$ cat config.mk
export PLATFORM = sky130hd
export DESIGN_NAME = instr_stream_encoder_flat
export DESIGN_NICKNAME = d
export VERILOG_FILES = /design/src/rtl/instr_stream_encoder_if.sv /design/src/rtl/instr_stream_encoder.sv /design/src/flat_wrapper.sv
export SDC_FILE = /design/constraint.sdc
export NUM_CORES = 1
export LEC_CHECK = 0
export ABC_CLOCK_PERIOD_IN_PS = 4050
export BUFFER_PORTS_ARGS = -buffer_cell sky130_fd_sc_hd__buf_4
export CELL_PAD_IN_SITES_DETAIL_PLACEMENT = 0
export CELL_PAD_IN_SITES_GLOBAL_PLACEMENT = 1
export CORE_MARGIN = 3
export CORE_UTILIZATION = 49
export CTS_CLUSTER_SIZE = 8
export DETAILED_ROUTE_END_ITERATION = 16
export PLACE_DENSITY_LB_ADDON = 0.1
export SKIP_LAST_GASP = 1
export SLEW_MARGIN = 15
export SYNTH_ARGS = -nofsm -noshare
export SYNTH_HDL_FRONTEND = slang
export SYNTH_SLANG_ARGS = --single-unit
$ cat constraint.sdc
create_clock -name clk -period 4.05 [get_ports clk]
set_input_delay 1.215 -clock clk [delete_from_list [all_inputs] [get_ports clk]]
set_output_delay 1.215 -clock clk [all_outputs]
set_load 0.005 [all_outputs]
$ cat src/rtl/instr_stream_encoder_if.sv
// ----------------------------------------------------------------------------
// instr_stream_encoder_if
// Bus bundle for the instruction stream encoder. It carries the symbolic
// instruction input channel and the instruction-memory write channel.
//
// Handshake semantics (both channels):
//   A transfer happens on a rising clk edge where the source's valid
//   (in_valid / imem_we) and the sink's ready (in_ready / imem_ready) are both
//   1. The source holds valid and its payload stable until that transfer
//   happens. Ready may change freely and is never a function of a future
//   transfer.
//
// Signals:
//   in_valid, in_op[4:0], in_rd/in_rs/in_rt[2:0], in_imm[12:0] : producer -> encoder
//   in_ready                                                     : encoder -> producer
//   imem_we, imem_addr[ADDR_W-1:0], imem_wdata[15:0]             : encoder -> IMEM
//   imem_ready                                                   : IMEM -> encoder
//
// Modports:
//   slave  : encoder view
//   master : environment view (instruction producer plus IMEM)
// ----------------------------------------------------------------------------
interface instr_stream_encoder_if #(
  parameter int ADDR_W = 8
);
  logic              in_valid;
  logic              in_ready;
  logic [4:0]        in_op;
  logic [2:0]        in_rd;
  logic [2:0]        in_rs;
  logic [2:0]        in_rt;
  logic [12:0]       in_imm;
  logic              imem_we;
  logic              imem_ready;
  logic [ADDR_W-1:0] imem_addr;
  logic [15:0]       imem_wdata;

  modport slave (
    input  in_valid, in_op, in_rd, in_rs, in_rt, in_imm, imem_ready,
    output in_ready, imem_we, imem_addr, imem_wdata
  );

  modport master (
    output in_valid, in_op, in_rd, in_rs, in_rt, in_imm, imem_ready,
    input  in_ready, imem_we, imem_addr, imem_wdata
  );
endinterface

$ cat src/rtl/instr_stream_encoder.sv
// ----------------------------------------------------------------------------
// instr_stream_encoder
// Packs symbolic instructions into 16-bit ISA words and writes them to
// consecutive instruction-memory addresses through a small word FIFO. A
// program starts with load_start and ends once STP has been written.
//
// Ports:
//   clk, rst      : clock, asynchronous active-high reset
//   load_start    : start a new program at start_addr (honoured in IDLE/DONE)
//   start_addr    : first IMEM address of the program
//   bus           : instr_stream_encoder_if.slave (instruction in, IMEM out)
//   prog_done     : STP written and FIFO drained; held until next load_start
//   err_illegal   : sticky, an illegal in_op was consumed
//   err_range     : sticky, an immediate did not fit its field
//   state_dbg     : current FSM state (0 IDLE, 1 RUN, 2 DRAIN, 3 DONE)
//
// Build option ENC_WRAP_GUARD_EN: the write pointer saturates at the top
// address; later words are drained without being written and set err_range.
// Without it the pointer wraps silently to 0.
// ----------------------------------------------------------------------------
module instr_stream_encoder #(
  parameter int ADDR_W     = 8,
  parameter int FIFO_DEPTH = 4
) (
  input  logic                  clk,
  input  logic                  rst,
  input  logic                  load_start,
  input  logic [ADDR_W-1:0]     start_addr,
  instr_stream_encoder_if.slave bus,
  output logic                  prog_done,
  output logic                  err_illegal,
  output logic                  err_range,
  output logic [1:0]            state_dbg
);
  localparam int IDX_W = $clog2(FIFO_DEPTH);
  localparam int CNT_W = IDX_W + 1;
  localparam logic [4:0] OP_STP = 5'd11;

  typedef enum logic [1:0] {
    IDLE  = 2'd0,
    RUN   = 2'd1,
    DRAIN = 2'd2,
    DONE  = 2'd3
  } state_t;

  state_t            state, state_nx;
  logic [15:0]       mem [FIFO_DEPTH];
  logic [IDX_W-1:0]  wr_idx, rd_idx;
  logic [CNT_W-1:0]  count;
  logic [ADDR_W-1:0] ptr, ptr_nx;
  logic              fifo_full, fifo_empty;
  logic [15:0]       enc_word;
  logic              enc_legal, enc_over;
  logic              start_ok, accept, push, pop, wr_fire, discard, sat;

  // Combinational packing of the presented instruction.
  always_comb begin
    enc_word  = 16'h0000;
    enc_legal = 1'b1;
    enc_over  = 1'b0;
    case (bus.in_op)
      5'd0, 5'd1, 5'd2, 5'd3, 5'd4, 5'd5, 5'd6, 5'd7:
        enc_word = {4'b0000, bus.in_op[2:0], bus.in_rd, bus.in_rs, bus.in_rt};
      5'd8: begin
        enc_word = {6'b000100, bus.in_rd, bus.in_imm[6:0]};
        enc_over = |bus.in_imm[12:7];
      end
      5'd9: begin
        enc_word = {6'b000101, bus.in_rd, bus.in_imm[6:0]};
        enc_over = |bus.in_imm[12:7];
      end
      5'd10: begin
        enc_word = {6'b000110, bus.in_rd, bus.in_imm[6:0]};
        enc_over = |bus.in_imm[12:7];
      end
      5'd11: enc_word = 16'h1C00;
      5'd12: begin
        enc_word = {3'b010, bus.in_rd, bus.in_imm[9:0]};
        enc_over = |bus.in_imm[12:10];
      end
      5'd13: begin
        enc_word = {3'b011, bus.in_rd, bus.in_imm[9:0]};
        enc_over = |bus.in_imm[12:10];
      end
      5'd14: enc_word = {3'b100, bus.in_imm};
      5'd15: enc_word = {3'b101, bus.in_imm};
      5'd16: enc_word = {3'b110, bus.in_imm};
      5'd17: enc_word = {3'b111, 13'd0};   // JR target always zero
      default: enc_legal = 1'b0;
    endcase
  end

  assign fifo_full    = (count == CNT_W'(FIFO_DEPTH));
  assign fifo_empty   = (count == '0);
  assign start_ok     = load_start && ((state == IDLE) || (state == DONE));
  assign bus.in_ready = (state == RUN) && !fifo_full;
  assign accept       = bus.in_valid && bus.in_ready;
  // Illegal ops complete the handshake but never enter the FIFO.
  assign push         = accept && enc_legal;

  // Once saturated, words still leave the FIFO (so STP completes) but are
  // never presented to IMEM.
  assign bus.imem_we    = !fifo_empty && !sat;
  assign wr_fire        = bus.imem_we && bus.imem_ready;
  assign discard        = !fifo_empty && sat;
  assign pop            = wr_fire || discard;
  assign bus.imem_addr  = ptr;
  assign bus.imem_wdata = fifo_empty ? 16'h0000 : mem[rd_idx];

  assign prog_done = (state == DONE);
  assign state_dbg = state;

`ifdef ENC_WRAP_GUARD_EN
  assign ptr_nx = (ptr == '1) ? ptr : ptr + ADDR_W'(1);

  always_ff @(posedge clk or posedge rst) begin
    if (rst) begin
      sat <= 1'b0;
    end else if (start_ok) begin
      sat <= 1'b0;
    end else if (wr_fire && (ptr == '1)) begin
      sat <= 1'b1;
    end
  end
`else
  assign ptr_nx = ptr + ADDR_W'(1);
  assign sat    = 1'b0;
`endif

  always_comb begin
    state_nx = state;
    case (state)
      IDLE:    if (load_start) state_nx = RUN;
      RUN:     if (accept && (bus.in_op == OP_STP)) state_nx = DRAIN;
      DRAIN:   if (fifo_empty) state_nx = DONE;
      DONE:    if (load_start) state_nx = RUN;
      default: state_nx = IDLE;
    endcase
  end

  always_ff @(posedge clk or posedge rst) begin
    if (rst) begin
      state       <= IDLE;
      wr_idx      <= '0;
      rd_idx      <= '0;
      count       <= '0;
      ptr         <= '0;
      err_illegal <= 1'b0;
      err_range   <= 1'b0;
    end else begin
      state <= state_nx;
      if (push) wr_idx <= wr_idx + IDX_W'(1);
      if (pop)  rd_idx <= rd_idx + IDX_W'(1);
      case ({push, pop})
        2'b10:   count <= count + CNT_W'(1);
        2'b01:   count <= count - CNT_W'(1);
        default: count <= count;
      endcase
      if (start_ok) begin
        ptr         <= start_addr;
        err_illegal <= 1'b0;
        err_range   <= 1'b0;
      end else begin
        if (wr_fire) ptr <= ptr_nx;
        if (accept && !enc_legal) err_illegal <= 1'b1;
        if ((push && enc_over) || discard) err_range <= 1'b1;
      end
    end
  end

  // Storage needs no reset: the read port is masked while the FIFO is empty.
  always_ff @(posedge clk) begin
    if (push) mem[wr_idx] <= enc_word;
  end
endmodule

$ cat src/flat_wrapper.sv
// flat-port wrapper written by rule: the top's interface ports become plain ports
module instr_stream_encoder_flat 
#(
  parameter int ADDR_W     = 8,
  parameter int FIFO_DEPTH = 4
)
  (clk, rst, load_start, start_addr, prog_done, err_illegal, err_range, state_dbg, bus_in_valid, bus_in_op, bus_in_rd, bus_in_rs, bus_in_rt, bus_in_imm, bus_imem_ready, bus_in_ready, bus_imem_we, bus_imem_addr, bus_imem_wdata);
  instr_stream_encoder_if #(.ADDR_W(ADDR_W)) bus_i ();
  input  logic clk;
  input  logic rst;
  input  logic load_start;
  input  logic [ADDR_W-1:0] start_addr;
  output logic prog_done;
  output logic err_illegal;
  output logic err_range;
  output logic [1:0] state_dbg;
  input wire logic [$bits(bus_i.in_valid)-1:0] bus_in_valid;
  input wire logic [$bits(bus_i.in_op)-1:0] bus_in_op;
  input wire logic [$bits(bus_i.in_rd)-1:0] bus_in_rd;
  input wire logic [$bits(bus_i.in_rs)-1:0] bus_in_rs;
  input wire logic [$bits(bus_i.in_rt)-1:0] bus_in_rt;
  input wire logic [$bits(bus_i.in_imm)-1:0] bus_in_imm;
  input wire logic [$bits(bus_i.imem_ready)-1:0] bus_imem_ready;
  output wire logic [$bits(bus_i.in_ready)-1:0] bus_in_ready;
  output wire logic [$bits(bus_i.imem_we)-1:0] bus_imem_we;
  output wire logic [$bits(bus_i.imem_addr)-1:0] bus_imem_addr;
  output wire logic [$bits(bus_i.imem_wdata)-1:0] bus_imem_wdata;
  assign bus_i.in_valid = bus_in_valid;
  assign bus_i.in_op = bus_in_op;
  assign bus_i.in_rd = bus_in_rd;
  assign bus_i.in_rs = bus_in_rs;
  assign bus_i.in_rt = bus_in_rt;
  assign bus_i.in_imm = bus_in_imm;
  assign bus_i.imem_ready = bus_imem_ready;
  assign bus_in_ready = bus_i.in_ready;
  assign bus_imem_we = bus_i.imem_we;
  assign bus_imem_addr = bus_i.imem_addr;
  assign bus_imem_wdata = bus_i.imem_wdata;
  instr_stream_encoder #(.ADDR_W(ADDR_W), .FIFO_DEPTH(FIFO_DEPTH)) u_core (.clk(clk), .rst(rst), .load_start(load_start), .start_addr(start_addr), .bus(bus_i), .prog_done(prog_done), .err_illegal(err_illegal), .err_range(err_range), .state_dbg(state_dbg));
endmodule
==> metrics.md <==
| Metric | Value |
|---|---|
| Status | finished clean |
| Hold-fix buffers, CTS | 0 |
| Starting density of the core | 51.7% |
| RSZ-0062 raised after global routing | false |
| Post-cts repair resize count | 0 |
| Syn avg cell area | 14.6 um2 |
| Routed wire length | 7740 um |
| Syn Nets | 313 |
| Max Root-Sink Buffers | 2 |
| Full die area | 0.00895 mm2 |
| CP Capture Type | output pin |
| Netlist cell types | 43 |
| Final Critical Period | 3.18 ns |
| Layout Cells excl Fill | 439 |
| Yosys warning count | 0 |
| CP required | 2.83 ns |
| Vias | 2417 |
| Worst r2r path cells | 9 |
| Slowest stage delay, CP | 0.88 ns |
| Drc violations | 0 |
| Detail Route Antenna Nets | 0 |
| Antenna fix cells | 0 |
| Core area | 0.00745 mm2 |
| Placed cell area | 0.00446 mm2 |
| R2R Path End | u_core.count[2]$_DFFE_PP0P_ |
| Dpl cells | 423 |
| Number of cells on the critical path | 3 |
| CP cell instances | mux4_2, and2_1, buf_4 |
| Cell area after synthesis | 0.00385 mm2 |
| Setup Viol. Count Final | 0 |
| GPL Wtd Cong | 0.794 |
| Max Transition Viols Final | 0 |
| Max-cap viol count | 0 |
| Worst-Margin Slew | 0.907 ns |
| FF-to-FF Start | u_core.count[0]$_DFFE_PP0P_ |
| Final period util | 78.5% |
| Chip Width | 94.6 um |
| Worst vdd ir | 0.350 mV |
| Worst path buffer plus inverter count | 1 |
| Clock slew at reported path FFs | 0.08 ns |
| Starting DRT DRC Count | 144 |
| Die Y-Extent | 94.6 um |
| Clock latency on the worst-skew pair | 0.34 ns |
| Slew margin rel. | 39.3% |
| First-pass GRT wire length | 12300 um |
| Layout area overhead | 20.5% |
| Pre-antenna DRT Iters | 5 |
| Post-synth EDFFs | 64 |
| Layout cell share with drive strength beyond 1 | 32.1% |
| Count of clock tree sinks | 83 |
| Number of I/O port buffers | 70 |
| Hold Crit Depth | 1 |
| Syn Inst Count | 263 |
| CP Class | flop to output pin |
| Final Hold Viols | 0 |
| I/O Pins | 71 |
| Pre-CTS setup slack | 0.847 ns |
| Inserted Clock Buffers | 9 |
| FF+latch count, synth | 83 |
| CTS tree | yes |
| Register area share after synthesis | 62.3% |
| Setup TNS | 0 ns |
| Htree depth | 3 |
| R2r setup slk | 1.68 ns |
| Worst Setup Slack, final | 0.871 ns |
| Fmax | 315 MHz |
| Overall routing resource usage | 18.4% |
| Initial antenna violation count | 0 |
| DP HPWL | 5320 um |
| Main synth FF type | edfxtp_1 |
| Vias per cell | 5.51 |
| Startpoint Class | flop |
| Fraction of registers with async set/reset | 22.9% |
| CP max stage cell | dfrtp_1 |
| Power per cell area | 603 mW/mm2 |
| Final net count | 385 |
| Clock root cell | clkbuf_8 |
| Final Cell Area | 0.00464 mm2 |
| Hold Path Origin | u_core.rd_idx[0]$_DFFE_PP0P_ |
| Routed len/inst | 17.6 um |
| GRT overflow | 0 |
| Hold WS | 0.510 ns |
| Largest net degree at the start of global routing | 20 |
| Setup Skew | 0.0104 ns |
| Hold Path Class | flop to flop |
| Family with the most delay on the worst path | flip-flops |
| Post-CTS Setup Bufs | 0 |
| Maximum fanout along the worst path | 17 |
| Row cnt | 31 |
| Leak | 1.82 nW |
| Worst hold endpoint | u_core.rd_idx[0]$_DFFE_PP0P_ |
| Number of global-route vias before repair | 2456 |
| Worst EP arrival | 1.96 ns |
power breakdown:
group / leakage, nW / switching [W] / internal [W]
Combinational: 0.930 / 0.000448 / 0.000609
Clock: 0.0783 / 0.000310 / 0.000226
Sequential: 0.807 / 0.000139 / 0.00107
cell usage after synthesis (all sizes together), types with 8 or more instances:
cell type  count  area share [%]
buf            8             1.2
mux4          16             9.4
a21oi         12             1.6
ha             9             2.9
xor2           8             1.8
and2          23             3.7
edfxtp        64              50
nor2          10            0.98
a22o          11             2.5
inv           13             1.3
nand2          9            0.88
o21ai         13             2.0
dfrtp         19              12
cells in the final DEF, fill, tap and decap left out, types with 2 or more instances in the layout:
cell type	instances
inv_6	2
o31a_1	2
and3b_1	2
nor2b_1	2
and2_1	23
a21o_1	4
xor2_1	8
nand2_1	9
buf_4	74
dfrtp_1	19
ha_1	9
mux4_2	16
clkinvlp_4	4
nor2_1	10
nand3_1	4
xnor2_1	5
o21ai_0	12
nor3_1	2
clkbuf_8	9
edfxtp_1	64
nand4_1	3
mux2i_1	2
o2bb2ai_1	2
a22o_1	11
a21oi_1	12
inv_1	13
metrics by stage:
step           total power (W)  util (%)
2_1_floorplan          0.00184         -
3_3_place_gp           0.00227      59.9
3_5_place_dp           0.00230      59.9
4_1_cts                0.00283      62.3
5_1_grt                0.00298      62.3
6_report               0.00280      62.3
metal layers:
| layer | global-route usage, % | wire length, um |
|---|---|---|
| met2 | 31.9 | 4070 |
| met1 | 23.2 | 3200 |
| met4 | 6.49 | 87 |
| met3 | 3.11 | 380 |
| met5 | 0 | 0 |
worst max path at each step:
| stage | from | end |
|---|---|---|
| global route | u_core.rd_idx[0]$_DFFE_PP0P_ | bus_imem_wdata[14] |
| finish | u_core.rd_idx[1]$_DFFE_PP0P_ | bus_imem_wdata[11] |
| detailed placement | bus_in_op[1] | u_core.mem[1][1]$_DFFE_PP_ |
| floorplan | bus_in_op[4] | u_core.count[2]$_DFFE_PP0P_ |
| CTS | u_core.rd_idx[1]$_DFFE_PP0P_ | bus_imem_wdata[11] |
| global placement | bus_in_op[1] | u_core.mem[1][1]$_DFFE_PP_ |
worst reg2reg max path: stages (launching register included):
cell and delay, ns:
dfrtp_1 0.45, or3b_1 0.46, and3b_1 0.28, inv_1 0.09, ha_1 0.18, inv_1 0.06
fa_1 0.37, xor2_1 0.15, nor2_1 0.11, xor2_1 0.14
area by class of cell:
type	instances	area, um2
well taps	99	124
clock inverters	7	52.6
fillers	597	2810
multi-input cells	154	1340
repair buffers	74	556
flip-flops and latches	83	2400
clock buffers	9	124
inverters	13	48.8
cell families after synthesis:
| kind of cell | count (synthesis) | share of synthesized area (%) |
|---|---|---|
| flip-flops | 83 | 62.3 |
| AND/OR/NAND/NOR | 61 | 8.94 |
| AO/OA/AOI/OAI | 51 | 9.20 |
| buffers and inverters | 26 | 2.99 |
| multiplexers | 19 | 10.2 |
| XOR/XNOR | 13 | 2.96 |
| adder cells (fa/ha/maj) | 10 | 3.45 |
flip-flops by register name, summed over array words and instances (netlist names):
signal and flops:
u_core.bus.imem_addr 8, u_core.count 3, u_core.err_illegal 1, u_core.err_range 1
u_core.mem 64, u_core.rd_idx 2, u_core.state_dbg 2, u_core.wr_idx 2
Power figures use the tool's default switching activity.
